<file path="config.mk">
export PLATFORM = sky130hd
export DESIGN_NAME = ddr4_traffic_gen
export DESIGN_NICKNAME = d
export VERILOG_FILES = /design/src/rtl/ddr4_tg_pkg.sv /design/src/rtl/ddr4_traffic_gen_addr_gen.sv /design/src/rtl/ddr4_traffic_gen.sv
export SDC_FILE = /design/constraint.sdc
export NUM_CORES = 1
export LEC_CHECK = 0
export BUFFER_PORTS_ARGS = -buffer_cell sky130_fd_sc_hd__buf_2
export CELL_PAD_IN_SITES_DETAIL_PLACEMENT = 1
export CELL_PAD_IN_SITES_GLOBAL_PLACEMENT = 1
export CORE_MARGIN = 2
export CORE_UTILIZATION = 44
export DETAILED_ROUTE_END_ITERATION = 16
export PLACE_DENSITY_LB_ADDON = 0.1
export SYNTH_ARGS = -nofsm -noshare
export SYNTH_HDL_FRONTEND = slang
export SYNTH_SLANG_ARGS = --single-unit
</file>
<file path="constraint.sdc">
create_clock -name clock -period 13.3 [get_ports clock]
set_input_delay 3.325 -clock clock [delete_from_list [all_inputs] [get_ports clock]]
set_output_delay 3.325 -clock clock [all_outputs]
set_load 0.02 [all_outputs]
</file>
<file path="src/rtl/ddr4_tg_pkg.sv">
// Shared types and helpers for the DDR4 traffic generator/checker.
package ddr4_tg_pkg;

  localparam int unsigned PAT_MAX_W = 512;

  typedef enum logic [1:0] {
    MODE_SEQ   = 2'd0,
    MODE_LFSR  = 2'd1,
    MODE_FIXED = 2'd2,
    MODE_RSVD  = 2'd3
  } mode_t;

  typedef enum logic [2:0] {
    ST_IDLE     = 3'd0,
    ST_WR_ISSUE = 3'd1,
    ST_WR_WAIT  = 3'd2,
    ST_RD_ISSUE = 3'd3,
    ST_RD_WAIT  = 3'd4,
    ST_DONE     = 3'd5,
    ST_TOUT     = 3'd6
  } state_t;

  // Maximal-length Galois (right-shift) feedback masks, widths 4..32.
  function automatic logic [31:0] lfsr_taps(input int unsigned width);
    logic [31:0] t;
    case (width)
      4:  t = 32'h0000_0009;
      5:  t = 32'h0000_0012;
      6:  t = 32'h0000_0021;
      7:  t = 32'h0000_0041;
      8:  t = 32'h0000_008E;
      9:  t = 32'h0000_0108;
      10: t = 32'h0000_0204;
      11: t = 32'h0000_0402;
      12: t = 32'h0000_0829;
      13: t = 32'h0000_100D;
      14: t = 32'h0000_2015;
      15: t = 32'h0000_4001;
      16: t = 32'h0000_8016;
      17: t = 32'h0001_0004;
      18: t = 32'h0002_0013;
      19: t = 32'h0004_0013;
      20: t = 32'h0008_0004;
      21: t = 32'h0010_0002;
      22: t = 32'h0020_0001;
      23: t = 32'h0040_0010;
      24: t = 32'h0080_000D;
      25: t = 32'h0100_0004;
      26: t = 32'h0200_0023;
      27: t = 32'h0400_0013;
      28: t = 32'h0800_0004;
      29: t = 32'h1000_0002;
      30: t = 32'h2000_0029;
      31: t = 32'h4000_0004;
      default: t = 32'h8000_0057;
    endcase
    return t;
  endfunction

  // Copies of (addr ^ seed), odd copies inverted, copy 0 in the LSBs.
  function automatic logic [PAT_MAX_W-1:0] tg_pattern(input logic [31:0] addr,
                                                      input logic [31:0] seed,
                                                      input int unsigned aw,
                                                      input int unsigned dw);
    logic [PAT_MAX_W-1:0] p;
    logic [31:0] key, m, c;
    int unsigned n;
    p   = '0;
    key = addr ^ seed;
    m   = (aw >= 32) ? 32'hFFFF_FFFF : ((32'd1 << aw) - 32'd1);
    n   = dw / aw;
    for (int unsigned i = 0; i < PAT_MAX_W / 4; i++) begin
      if (i < n) begin
        c = ((i % 2) == 1) ? (~key & m) : (key & m);
        p = p | (PAT_MAX_W'(c) << (i * aw));
      end
    end
    return p;
  endfunction

endpackage

</file>
<file path="src/rtl/ddr4_traffic_gen_addr_gen.sv">
// Address sequencer: sequential stride, Galois LFSR or fixed, with load/step.
module tg_addr_gen
  import ddr4_tg_pkg::*;
#(
  parameter int unsigned ADDR_W = 16,
  parameter int unsigned STRIDE = 1
) (
  input  logic              clock,
  input  logic              reset,
  input  logic              load,
  input  logic              step,
  input  logic [1:0]        mode,
  input  logic [ADDR_W-1:0] base,
  input  logic [ADDR_W-1:0] seed,
  output logic [ADDR_W-1:0] addr,
  output logic [ADDR_W-1:0] addr_nxt_c
);

  localparam logic [ADDR_W-1:0] TAPS = ADDR_W'(lfsr_taps(ADDR_W));

  logic [ADDR_W-1:0] init_c, step_c, lfsr_c;

  always_comb begin
    lfsr_c = (addr >> 1) ^ ({ADDR_W{addr[0]}} & TAPS);
    init_c = base;
    step_c = addr + ADDR_W'(STRIDE);
    case (mode_t'(mode))
      MODE_LFSR: begin
        // An all-zero LFSR state would lock up, so seed 0 starts at 1.
        init_c = (seed == '0) ? ADDR_W'(1) : seed;
        step_c = lfsr_c;
      end
      MODE_FIXED: step_c = base;
      default: ;
    endcase
    addr_nxt_c = load ? init_c : (step ? step_c : addr);
  end

  always_ff @(posedge clock) begin
    if (reset) addr <= '0;
    else       addr <= addr_nxt_c;
  end

endmodule

</file>
<file path="src/rtl/ddr4_traffic_gen.sv">
// Write-then-read traffic generator and pattern checker on the start/done handshake.
module ddr4_traffic_gen
  import ddr4_tg_pkg::*;
#(
  parameter int unsigned ADDR_W  = 16,
  parameter int unsigned DATA_W  = 64,
  parameter int unsigned LEN_W   = 12,
  parameter int unsigned STRIDE  = 1,
  parameter int unsigned TIMEOUT = 1024
) (
  input  logic              clock,
  input  logic              reset,
  input  logic              cfg_go,
  input  logic [1:0]        cfg_mode,
  input  logic [LEN_W-1:0]  cfg_len,
  input  logic [ADDR_W-1:0] cfg_base,
  input  logic [ADDR_W-1:0] cfg_seed,
  output logic              start,
  output logic              write,
  output logic [ADDR_W-1:0] addr,
  output logic [DATA_W-1:0] wdata,
  input  logic              done,
  input  logic [DATA_W-1:0] rdata,
  output logic              busy,
  output logic              pass,
  output logic              fail,
  output logic              timeout,
  output logic [LEN_W-1:0]  err_count,
  output logic [ADDR_W-1:0] first_err_addr
);

  localparam int unsigned TO_W = $clog2(TIMEOUT + 1);

  state_t            state, state_n;
  mode_t             mode_q, mode_eff;
  logic [ADDR_W-1:0] base_q, seed_q, base_eff, seed_eff, gen_nxt, first_n;
  logic [LEN_W-1:0]  len_q, cnt, cnt_n, err_n;
  logic [TO_W-1:0]   tcnt, tcnt_n;
  logic [DATA_W-1:0] wr_pat_c, rd_pat_c, wdata_n;
  logic              go_ok, last, gen_load, gen_step;
  logic              start_n, write_n, busy_n, pass_n, fail_n, timeout_n;

  assign go_ok    = cfg_go && (state inside {ST_IDLE, ST_DONE, ST_TOUT});
  assign mode_eff = go_ok ? mode_t'(cfg_mode) : mode_q;
  assign base_eff = go_ok ? cfg_base : base_q;
  assign seed_eff = go_ok ? cfg_seed : seed_q;
  assign last     = (cnt == len_q - LEN_W'(1));
  assign wr_pat_c = DATA_W'(tg_pattern(32'(gen_nxt), 32'(seed_eff), ADDR_W, DATA_W));
  assign rd_pat_c = DATA_W'(tg_pattern(32'(addr), 32'(seed_q), ADDR_W, DATA_W));

  tg_addr_gen #(.ADDR_W(ADDR_W), .STRIDE(STRIDE)) u_addr_gen (
    .clock      (clock),
    .reset      (reset),
    .load       (gen_load),
    .step       (gen_step),
    .mode       (mode_eff),
    .base       (base_eff),
    .seed       (seed_eff),
    .addr       (addr),
    .addr_nxt_c (gen_nxt)
  );

  always_ff @(posedge clock) begin
    if (reset) state <= ST_IDLE;
    else       state <= state_n;
  end

  always_comb begin
    state_n   = state;
    cnt_n     = cnt;
    tcnt_n    = tcnt;
    gen_load  = 1'b0;
    gen_step  = 1'b0;
    write_n   = write;
    wdata_n   = wdata;
    pass_n    = pass;
    fail_n    = fail;
    timeout_n = timeout;
    err_n     = err_count;
    first_n   = first_err_addr;
    case (state)
      ST_IDLE, ST_DONE, ST_TOUT: begin
        if (cfg_go) begin
          pass_n    = 1'b0;
          fail_n    = 1'b0;
          timeout_n = 1'b0;
          err_n     = '0;
          first_n   = '0;
          cnt_n     = '0;
          if (cfg_len == '0) begin
            state_n = ST_DONE;
            pass_n  = 1'b1;
          end else begin
            state_n  = ST_WR_ISSUE;
            gen_load = 1'b1;
          end
        end
      end
      // The timeout count restarts with every issued command.
      ST_WR_ISSUE: begin
        state_n = ST_WR_WAIT;
        tcnt_n  = TO_W'(1);
      end
      ST_RD_ISSUE: begin
        state_n = ST_RD_WAIT;
        tcnt_n  = TO_W'(1);
      end
      ST_WR_WAIT, ST_RD_WAIT: begin
        if (done) begin
          if (state == ST_RD_WAIT && rdata != rd_pat_c) begin
            if (err_count != '1) err_n = err_count + LEN_W'(1);
            if (err_count == '0) first_n = addr;
          end
          if (!last) begin
            cnt_n    = cnt + LEN_W'(1);
            gen_step = 1'b1;
            state_n  = (state == ST_WR_WAIT) ? ST_WR_ISSUE : ST_RD_ISSUE;
          end else if (state == ST_WR_WAIT) begin
            cnt_n    = '0;
            gen_load = 1'b1;
            state_n  = ST_RD_ISSUE;
          end else begin
            state_n = ST_DONE;
            pass_n  = (err_n == '0);
            fail_n  = (err_n != '0);
          end
        end else if (tcnt == TO_W'(TIMEOUT - 1)) begin
          state_n   = ST_TOUT;
          timeout_n = 1'b1;
          fail_n    = 1'b1;
          pass_n    = 1'b0;
        end else begin
          tcnt_n = tcnt + TO_W'(1);
        end
      end
      default: state_n = ST_IDLE;
    endcase
    if (state_n == ST_WR_ISSUE) begin
      write_n = 1'b1;
      wdata_n = wr_pat_c;
    end else if (state_n == ST_RD_ISSUE) begin
      write_n = 1'b0;
      wdata_n = '0;
    end
    start_n = (state_n inside {ST_WR_ISSUE, ST_RD_ISSUE});
    busy_n  = (state_n inside {ST_WR_ISSUE, ST_WR_WAIT, ST_RD_ISSUE, ST_RD_WAIT});
  end

  always_ff @(posedge clock) begin
    if (reset) begin
      mode_q         <= MODE_SEQ;
      base_q         <= '0;
      seed_q         <= '0;
      len_q          <= '0;
      cnt            <= '0;
      tcnt           <= '0;
      start          <= 1'b0;
      write          <= 1'b0;
      wdata          <= '0;
      busy           <= 1'b0;
      pass           <= 1'b0;
      fail           <= 1'b0;
      timeout        <= 1'b0;
      err_count      <= '0;
      first_err_addr <= '0;
    end else begin
      if (go_ok) begin
        mode_q <= mode_t'(cfg_mode);
        base_q <= cfg_base;
        seed_q <= cfg_seed;
        len_q  <= cfg_len;
      end
      cnt            <= cnt_n;
      tcnt           <= tcnt_n;
      start          <= start_n;
      write          <= write_n;
      wdata          <= wdata_n;
      busy           <= busy_n;
      pass           <= pass_n;
      fail           <= fail_n;
      timeout        <= timeout_n;
      err_count      <= err_n;
      first_err_addr <= first_n;
    end
  end

endmodule

</file>
=== Word-level counts from Yosys, hierarchy flattened ===
Cells that the tools add are included.

* Bits in registers: 186
* Output and inout port bits: 114

* Eq/ne operators: 27
* Multiplexer cells: 63
* Reductions and logical operators: 22
* Bitwise operators: 11
* $add $sub $neg: 5

{| class="wikitable"
|+ Operators with widths
! cell !! count
|-
| $mux 16 || 10
|-
| $mux 64 || 2
|-
| $or 48x64->64 || 2
|-
| $mux 12 || 9
|-
| $or 32x48->48 || 2
|-
| $ne 64x64->1 || 1
|-
| $or 16x32->32 || 2
|-
| $pmux 16 s2 || 2
|-
| $pmux 12 s2 || 2
|-
| $logic_not 12->1 || 3
|-
| $not 16->16 || 2
|-
| $xor 16x16->16 || 2
|-
| $add 12x1->12 const B || 2
|-
| $mux 1 || 22
|-
| $mux 11 || 2
|-
| $pmux 11 s2 || 1
|-
| $mux 3 || 6
|-
| $add 16x1->16 const B || 1
|-
| $logic_not 16->1 || 1
|-
| $xor 15x16->16 || 1
|-
| $ne 2x2->1 const B || 7
|-
| $eq 12x12->1 || 1
|-
| $eq 3x2->1 const B || 4
|-
| $eq 3x3->1 const B || 4
|-
| 22 further kinds || 37
|}

=== Logic depth before layout (Yosys ltp) ===
Gate-level depths: netlist (run 1).

* Depth after elaboration: 15
* Gate-level depth with buffers: 19
* Depth with buffers taken out: 16

=== Hierarchy ===
From an unflattened synthesis (run 1), not the netlist that was laid out.

* Cells, all modules: 1212
* Area, all modules: 9694.3 sq um

{| class="wikitable"
|+ By module, submodules not included
! module !! cells an instance !! area an instance (sq um) !! times used !! sequential area each (sq um)
|-
| ddr4_traffic_gen || 992 || 8034.0 || 1 || 2762.6
|-
| tg_addr_gen || 220 || 1660.3 || 1 || 320.3
|}

=== Worst setup path after synthesis (run 1) ===
Ideal clock, no wire load.

* Path kind: input-to-reg
* Start point: input cfg_go
* End point: register wdata[55]
* Arrival: 6.770 ns
* Buffers on the path: 5
* Slack: 6.413 ns
* Stages on the path: 15
* Required time: 13.183 ns
* Cell sequence: clkbuf_1 -> nand4b_1 -> o21ai_1 -> buf_2 -> buf_1 -> mux2i_1 -> inv_1 -> ha_1 -> clkbuf_1 -> clkbuf_1 -> o21ai_0 -> a31oi_4 -> a21oi_2 -> or3_1 -> a32o_1

* Word-level cells in the longest chain between the ends: 10

{| class="wikitable"
|+ Ends and longest elaborated chain
! item !! RTL line !! source
|-
| start: declaration || ddr4_traffic_gen.sv:13 || <nowiki>input logic cfg_go,</nowiki>
|-
| $logic_and 1x1->1 (*) || ddr4_traffic_gen.sv:43 || <nowiki>assign go_ok = cfg_go && (state inside {ST_IDLE, ST_DONE, ST_TOUT});</nowiki>
|-
| $mux 2 (*) || -- ||
|-
| named net mode_eff[1] || ddr4_traffic_gen.sv:35 || <nowiki>mode_t mode_q, mode_eff;</nowiki>
|-
| $eq 2x2->1 / $eq 2x1->1 (equally long branches) || ddr4_traffic_gen_addr_gen.sv:27 || <nowiki>case (mode_t'(mode))</nowiki>
|-
| $pmux 16 s2 || ddr4_traffic_gen_addr_gen.sv:27 ||
|-
| $mux 16 || ddr4_traffic_gen_addr_gen.sv:36 || <nowiki>addr_nxt_c = load ? init_c : (step ? step_c : addr);</nowiki>
|-
| $mux 16 (*) || ddr4_traffic_gen_addr_gen.sv:36 ||
|-
| $xor 16x16->16 (*) || ddr4_tg_pkg.sv:69 || <nowiki>key = addr ^ seed;</nowiki>
|-
| $not 16->16 (*) || ddr4_tg_pkg.sv:74 || <nowiki>c = ((i % 2) == 1) ? (~key & m) : (key & m);</nowiki>
|-
| $or 48x64->64 (*) || ddr4_tg_pkg.sv:75 || <nowiki>p = p | (PAT_MAX_W'(c) << (i * aw));</nowiki>
|-
| $mux 64 (*) || ddr4_traffic_gen.sv:138 || <nowiki>if (state_n == ST_WR_ISSUE) begin</nowiki>
|-
| end signal: assignment || ddr4_traffic_gen.sv:177 || <nowiki>wdata <= wdata_n;</nowiki>
|-
| end: declaration || ddr4_traffic_gen.sv:21 || <nowiki>output logic [DATA_W-1:0] wdata,</nowiki>
|}

Mark *: on every way through the listed nets, which the timed path passes. The rest lies on a longest branch.
A chain may end at the register's enable or synchronous reset.

=== Worst setup path in the final report (run 1) ===
* Start point: input cfg_go
* End point: register wdata[49]

The elaborated chain is that of the path after synthesis.

==> results.md, run 1 <==
- Post-CTS setup-driven buffer insertion count: 0
- Mapped Nets: 1338
- Post-route ant nets: 0
- Maximum fanout along the worst path: 36
- Total Routed Length: 33500 µm
- Core area: 0.0224 mm²
- Crit path launch type: input port
- Global-route wire length before repair: 52000 µm
- Post-Syn Instances: 1214
- Worst slew pin tran: 1.09 ns
- Vias in the first global route: 9376
- #FFs+latches synth: 154
- R2R Setup Slk: 7.58 ns
- Cts repair resizes: 0
- WL/cell: 20.3 µm
- Unrepaired setup endpoints after global routing: no
- Setup violations, final: 0
- Setup TNS: 0 ns
- Sequential share of the synthesized area: 30.9%
- Most common cell after layout, fill and taps aside: buf_2
- Avg Cell Area, Syn: 8.23 µm²
- Later-pin clock latency in the skew report: 0.43 ns
- Hold path depth: 2
- Die ar.: 0.0239 mm²
- Global Route Usage Sum: 27.6%
- Period minus WS final: 6.80 ns
- Longest Clk Path Bufs: 2
- Outcome: completed
- Max-cap viol count: 0
- Nets: 1471
- Worst VDD drop: 0.0739 mV
- Syn Std Cell Area: 0.00999 mm²
- DR vias: 9576
- Pre-CTS WS: 6.10 ns
- Pwr Density: 184 mW/mm²
- Clock Sinks: 154
- Synth warn: 0
- First DRT Iteration DRCs: 586
- Drt drc: 0
- Root Driver: clkbuf_16
- CTS clk-pin slew, worst paths: 0.07 ns
- Initial antenna violation count: 8
- Most frequent cells in the layout: 226 x buf_2, 154 x dfxtp_1, 143 x nor2_1
- Worst reg-to-reg path cell count: 16
- CP Data Arrival Time: 7.08 ns
- Slew Limit Fails: 0
- Area delta synth->final: 15.8%
- Multi-input logic area: 0.00627 mm²
- Period utilization: 51.1%
- Die height: 155 µm
- Slew HR: 27.0%
- Synth Flop Type: dfxtp_1
- Worst Setup End Kind: flop
- H-tree levels: 4
- CTS tree: done
- Via density: 5.81
- Fin Clk Skew: 0.0127 ns
- Final hold viol count: 0
- Ports: 228
- Hold_buf cts: 0
- Leakage: 4.86 nW
- Grt total ovfl: 0
- Setup CP Type: input port to flop
- Number of library cell types mapped by synthesis: 80
- Layout cell share with drive strength beyond 1: 22.4%
- Worst setup margin: 6.50 ns
- Max frequency: 147 MHz
- CTS buffer count: 17
- Port bufs: 227
- FF/Latch Area: 0.00308 mm²
- CP required: 13.59 ns
- FP Rows: 55
- Die X-Extent: 155 µm
- Initial Utilization: 44.5%
- Dpl hpwl: 24700 µm
- Worst hold path type: flop to flop
- # fillers: 2754
- Drt pass-1 iters: 5
- Largest net degree at the start of global routing: 83
- RD Place Congestion: 0.904
- Number of synthesized flops with an enable pin: 0
- Async S/R FF share, synth: 0%
==> metal layers <==
layer	global-route usage [%]	part of all wire, %	up-vias
li1	-	-	4549
met1	37.1	46	4651
met2	45.0	46	316
met3	6.33	6.6	52
met4	6.97	1.8	8
met5	0	0.18	-
==> kinds of logic after synthesis <==
kind of cell	count (synthesis)	share of synthesized area, %
flops	154	30.9
mux	48	4.85
fa+ha+maj	10	1.25
xor+xnor	120	14.6
buf+inv	141	6.76
simple gates	483	23.3
compound gates	258	18.4
==> where the power goes <==
part           internal, mW  switching [mW]  leakage [nW]
clock network         0.252           0.224         0.274
logic                 0.395           0.594          3.33
registers             0.538           0.125          1.25
total                  1.19           0.943          4.86
==> state kept, by name, summed over array words and instances, names as in the netlist, 2 cells and up <==
signal	count
base_q	16
seed_q	16
wdata	32
u_addr_gen.addr	16
err_count	12
state	3
len_q	12
mode_q	2
cnt	12
first_err_addr	16
tcnt	11
==> metrics by stage <==
step	hold slack [ns]	power, mW	instances	util (%)	cell area [µm²]
2_1_floorplan	0.450	1.39	1214	-	9990
3_3_place_gp	0.456	1.63	1613	49.0	11000
3_5_place_dp	0.469	1.65	1613	49.0	11000
4_1_cts	0.479	2.13	1645	51.5	11600
5_1_grt	0.492	2.25	1645	51.5	11600
6_report	0.471	2.13	1648	51.6	11600
==> synth_stat cells, types with 9 or more instances <==
| master | count | area (µm²) |
|---|---|---|
| o211ai_1 | 12 | 90.1 |
| nand4_1 | 22 | 138 |
| or3_1 | 10 | 62.6 |
| nor2_1 | 143 | 537 |
| nor4_1 | 19 | 119 |
| clkbuf_1 | 76 | 285 |
| ha_1 | 10 | 125 |
| xnor2_1 | 56 | 490 |
| and3_1 | 14 | 87.6 |
| dfxtp_1 | 154 | 3080 |
| and2_1 | 11 | 68.8 |
| xor2_1 | 35 | 307 |
| nand3_1 | 30 | 150 |
| inv_1 | 18 | 67.6 |
| xnor3_1 | 20 | 450 |
| nor2b_1 | 23 | 144 |
| buf_2 | 9 | 45.0 |
| buf_4 | 32 | 240 |
| nand2_1 | 139 | 522 |
| nor3_1 | 20 | 100 |
| a21oi_1 | 64 | 320 |
| a31oi_1 | 18 | 113 |
| xor3_1 | 9 | 214 |
| nand2b_1 | 15 | 93.8 |
| o21ai_0 | 45 | 225 |
| mux2i_1 | 45 | 450 |
| a311oi_1 | 9 | 78.8 |
| a22o_1 | 11 | 96.3 |
==> path summary, 6_finish.rpt <==
path,from,end
max,cfg_go,wdata[49]$_SDFFE_PP0P_
min,wdata[37]$_SDFFE_PP0P_,wdata[37]$_SDFFE_PP0P_
max reg2reg,len_q[0]$_SDFFE_PP0P_,wdata[49]$_SDFFE_PP0P_
min reg2reg,wdata[37]$_SDFFE_PP0P_,wdata[37]$_SDFFE_PP0P_
==> cell type report <==
class | instances | area share [%]
Clock inverter | 14 | 1.10
Timing Repair Buffer | 237 | 10.5
Multi-Input combinational cell | 919 | 54.2
Tap cell | 285 | 3.08
Antenna cell | 3 | 0.0649
Clock buffer | 18 | 3.80
Inverter | 18 | 0.584
Sequential cell | 154 | 26.6
==> worst max-delay path: stages <==
cell,delay (ns)
buf_2,0.18
nand4b_1,0.28
o21ai_4,0.28
buf_4,0.56
mux2i_1,0.36
inv_1,0.08
ha_1,0.27
buf_4,0.25
inv_1,0.34
o221ai_1,0.20
o21a_1,0.15
a32o_1,0.27
a31oi_2,0.18
xor2_1,0.20
o21ai_0,0.12
Note: power is estimated with default switching activity, not from simulation.
==> inputs of run 2 (changes only) <==
--- a/config.mk
+++ b/config.mk
@@ -5,11 +5,12 @@
 export SDC_FILE = /design/constraint.sdc
 export NUM_CORES = 1
 export LEC_CHECK = 0
+export ABC_AREA = 1
 export BUFFER_PORTS_ARGS = -buffer_cell sky130_fd_sc_hd__buf_2
 export CELL_PAD_IN_SITES_DETAIL_PLACEMENT = 1
 export CELL_PAD_IN_SITES_GLOBAL_PLACEMENT = 1
 export CORE_MARGIN = 2
-export CORE_UTILIZATION = 44
+export CORE_UTILIZATION = 34
 export DETAILED_ROUTE_END_ITERATION = 16
 export PLACE_DENSITY_LB_ADDON = 0.1
 export SYNTH_ARGS = -nofsm -noshare
==> constraint.sdc (replaced) <==
create_clock -name clock -period 5.8 [get_ports clock]
set_input_delay 1.45 -clock clock [delete_from_list [all_inputs] [get_ports clock]]
set_output_delay 1.45 -clock clock [all_outputs]
set_load 0.02 [all_outputs]
==> results.md, run 2 <==
- Outcome: completed
- Worst slew pin tran: 0.909 ns
- Clock Sinks: 154
- Largest net degree at the start of global routing: 70
- Mapped Nets: 1857
- Root Driver: clkbuf_16
- Worst min-delay path startpoint: tcnt[10]$_SDFFE_PP0P_
- Max frequency: 241 MHz
- Worst Setup SP: len_q[0]$_SDFFE_PP0P_
- Most common cell after layout, fill and taps aside: nand2_1
- RD Place Congestion: 0.856
- Area delta synth->final: 16.8%
- Share of power burned in registers: 24.1%
- Grt total ovfl: 0
- Most frequent cells in the layout: 621 x nand2_1, 226 x buf_2, 175 x inv_1
- Syn Std Cell Area: 0.0103 mm²
- Top cell type by total area after synthesis: dfxtp_1
- Synth Flop Type: dfxtp_1
- Fin Clk Skew: 0.0180 ns
- Final hold viol count: 0
- Max-cap viol count: 0
- Die height: 178 µm
- Reg2reg start: len_q[0]$_SDFFE_PP0P_
- Clock power share: 16.0%
- H-tree levels: 4
- Worst VDD drop: 0.409 mV
- Setup TNS: 0 ns
- Number of library cell types mapped by synthesis: 45
- Period minus WS final: 4.15 ns
- Longest Clk Path Bufs: 2
- Count leader, synth: nand2_1
- Setup CP Type: flop to flop
- CP Data Arrival Time: 4.51 ns
- Nets: 2017
- Initial antenna violation count: 1
- Total Routed Length: 39100 µm
- Worst setup margin: 1.65 ns
- Post-Syn Instances: 1733
- Post-route ant nets: 0
- Fin Hold WS: 0.454 ns
- Global-route wire length before repair: 61100 µm
- Drt drc: 0
- CTS tree: done
- Avg Cell Area, Syn: 5.93 µm²
- Synth area leaders: dfxtp_1 30%, nand2_1 23%, nand3_1 6.6%, inv_1 6.4%, nor2_1 6.2%
- Die X-Extent: 178 µm
- Port bufs: 227
- Hold_buf cts: 0
- Via density: 5.00
- Later-pin clock latency in the skew report: 0.44 ns
- DR vias: 11476
- Global Route Usage Sum: 24.9%
- Unrepaired setup endpoints after global routing: no
- Cts repair resizes: 0
- Slew Limit Fails: 0
- CP required: 6.16 ns
- CTS buffer count: 17
- Worst Setup End Kind: flop
- Number of synthesized flops with an enable pin: 0
- WL/cell: 17.0 µm
- Async S/R FF share, synth: 0%
- Initial Utilization: 34.6%
- Most flop-heavy register: wdata
- Switching power: 4.01 mW
- Post-CTS setup-driven buffer insertion count: 0
- Vias in the first global route: 11622
- Worst hold path type: flop to flop
- CTS clk-pin slew, worst paths: 0.07 ns
- FP Rows: 63
- Sequential share of the synthesized area: 30.0%
- #FFs+latches synth: 154
- Layout cell share with drive strength beyond 1: 17.5%
- Dpl hpwl: 30400 µm
- Total Power: 7.29 mW
- Sw frac: 55.0%
- Max reg flops: 32
- Combinational Power Share: 60.0%
- Pre-CTS WS: 1.35 ns
- Setup violations, final: 0
- Cell-internal power: 3.28 mW
- Die ar.: 0.0316 mm²
- Most frequent cells after synthesis: 621 x nand2_1, 175 x inv_1, 171 x nor2_1
- Core area: 0.0297 mm²
- Ports: 228
- Period utilization: 71.6%
- Pwr Density: 608 mW/mm²
- First DRT Iteration DRCs: 599
- Synth warn: 0
- Leakage: 5.98 nW
- Drt pass-1 iters: 5
- Synth top area share: 30.0%
- Slew HR: 39.3%
- Crit path launch type: flop
- Maximum fanout along the worst path: 35
==> run 2: power by group through the flow <==
stage	combinational, mW	clock [mW]	sequential (mW)
2_1_floorplan	3.13	0	1.77
3_3_place_gp	4.30	0	1.78
3_5_place_dp	4.37	0	1.78
4_1_cts	4.40	1.19	1.76
5_1_grt	4.90	1.23	1.80
6_report	4.37	1.16	1.76
==> run 2: worst paths after layout <==
path	to	slack, ns	cells past startpoint
setup reg to reg	wdata[31]$_SDFFE_PP0P_	1.65	18
setup / recovery	wdata[31]$_SDFFE_PP0P_	1.65	18
hold / removal	tcnt[10]$_SDFFE_PP0P_	0.45	1
hold reg to reg	tcnt[10]$_SDFFE_PP0P_	0.45	1
==> run 2: final cells by class <==
cell class,count,area (µm²)
Clock inverter,15,171
Tap cell,390,488
Antenna cell,1,2.50
Fill cell,4146,17700
Inverter,193,724
Sequential cell,154,3080
Timing Repair Buffer,235,1200
Multi-Input combinational cell,1292,5910
Clock buffer,17,425
==> run 2: logic make-up (layout without fill, tap and decap cells) <==
group / count (synthesis) / after routing / synth area share (%)
and+or+nand+nor: 1032 / 1032 / 42.2
DFF: 154 / 154 / 30.0
other: 0 / 1 / 0
buffers and inverters: 287 / 460 / 12.5
adders and majority gates: 10 / 10 / 1.22
AOI/OAI and AO/OA: 222 / 222 / 11.7
xor gates and xnor gates: 28 / 28 / 2.39
==> run 2: per-stage QoR <==
stage,area [µm²],std cells,util (%)
6_report,12000,2297,40.4
5_1_grt,12000,2297,40.4
4_1_cts,12000,2296,40.4
3_5_place_dp,11400,2264,38.4
3_3_place_gp,11400,2264,38.4
2_1_floorplan,10300,1733,-
==> run 2: per-layer routing <==
layer	GRT usage, %	share of wire [%]	up-vias
met5	0	0	-
met4	9.02	3.5	0
li1	-	-	5748
met1	28.4	42	5439
met2	46.5	51	223
met3	3.58	3.5	66
==> run 2: worst max-delay path, stage by stage (launching register included) <==
cell and delay [ns]:
dfxtp_1 0.33, inv_1 0.09, ha_1 0.32, or2_2 0.27, and3_1 0.18, nand4_1 0.11
nor2_1 0.07, nand3_1 0.08, nor4_1 0.06, buf_4 0.15, ha_1 0.17, o21ai_0 0.28
inv_1 0.06, o21ai_0 0.14, nand3_2 0.77, nor2_2 0.27, buf_4 0.39, nand3_1 0.15
a21oi_1 0.15
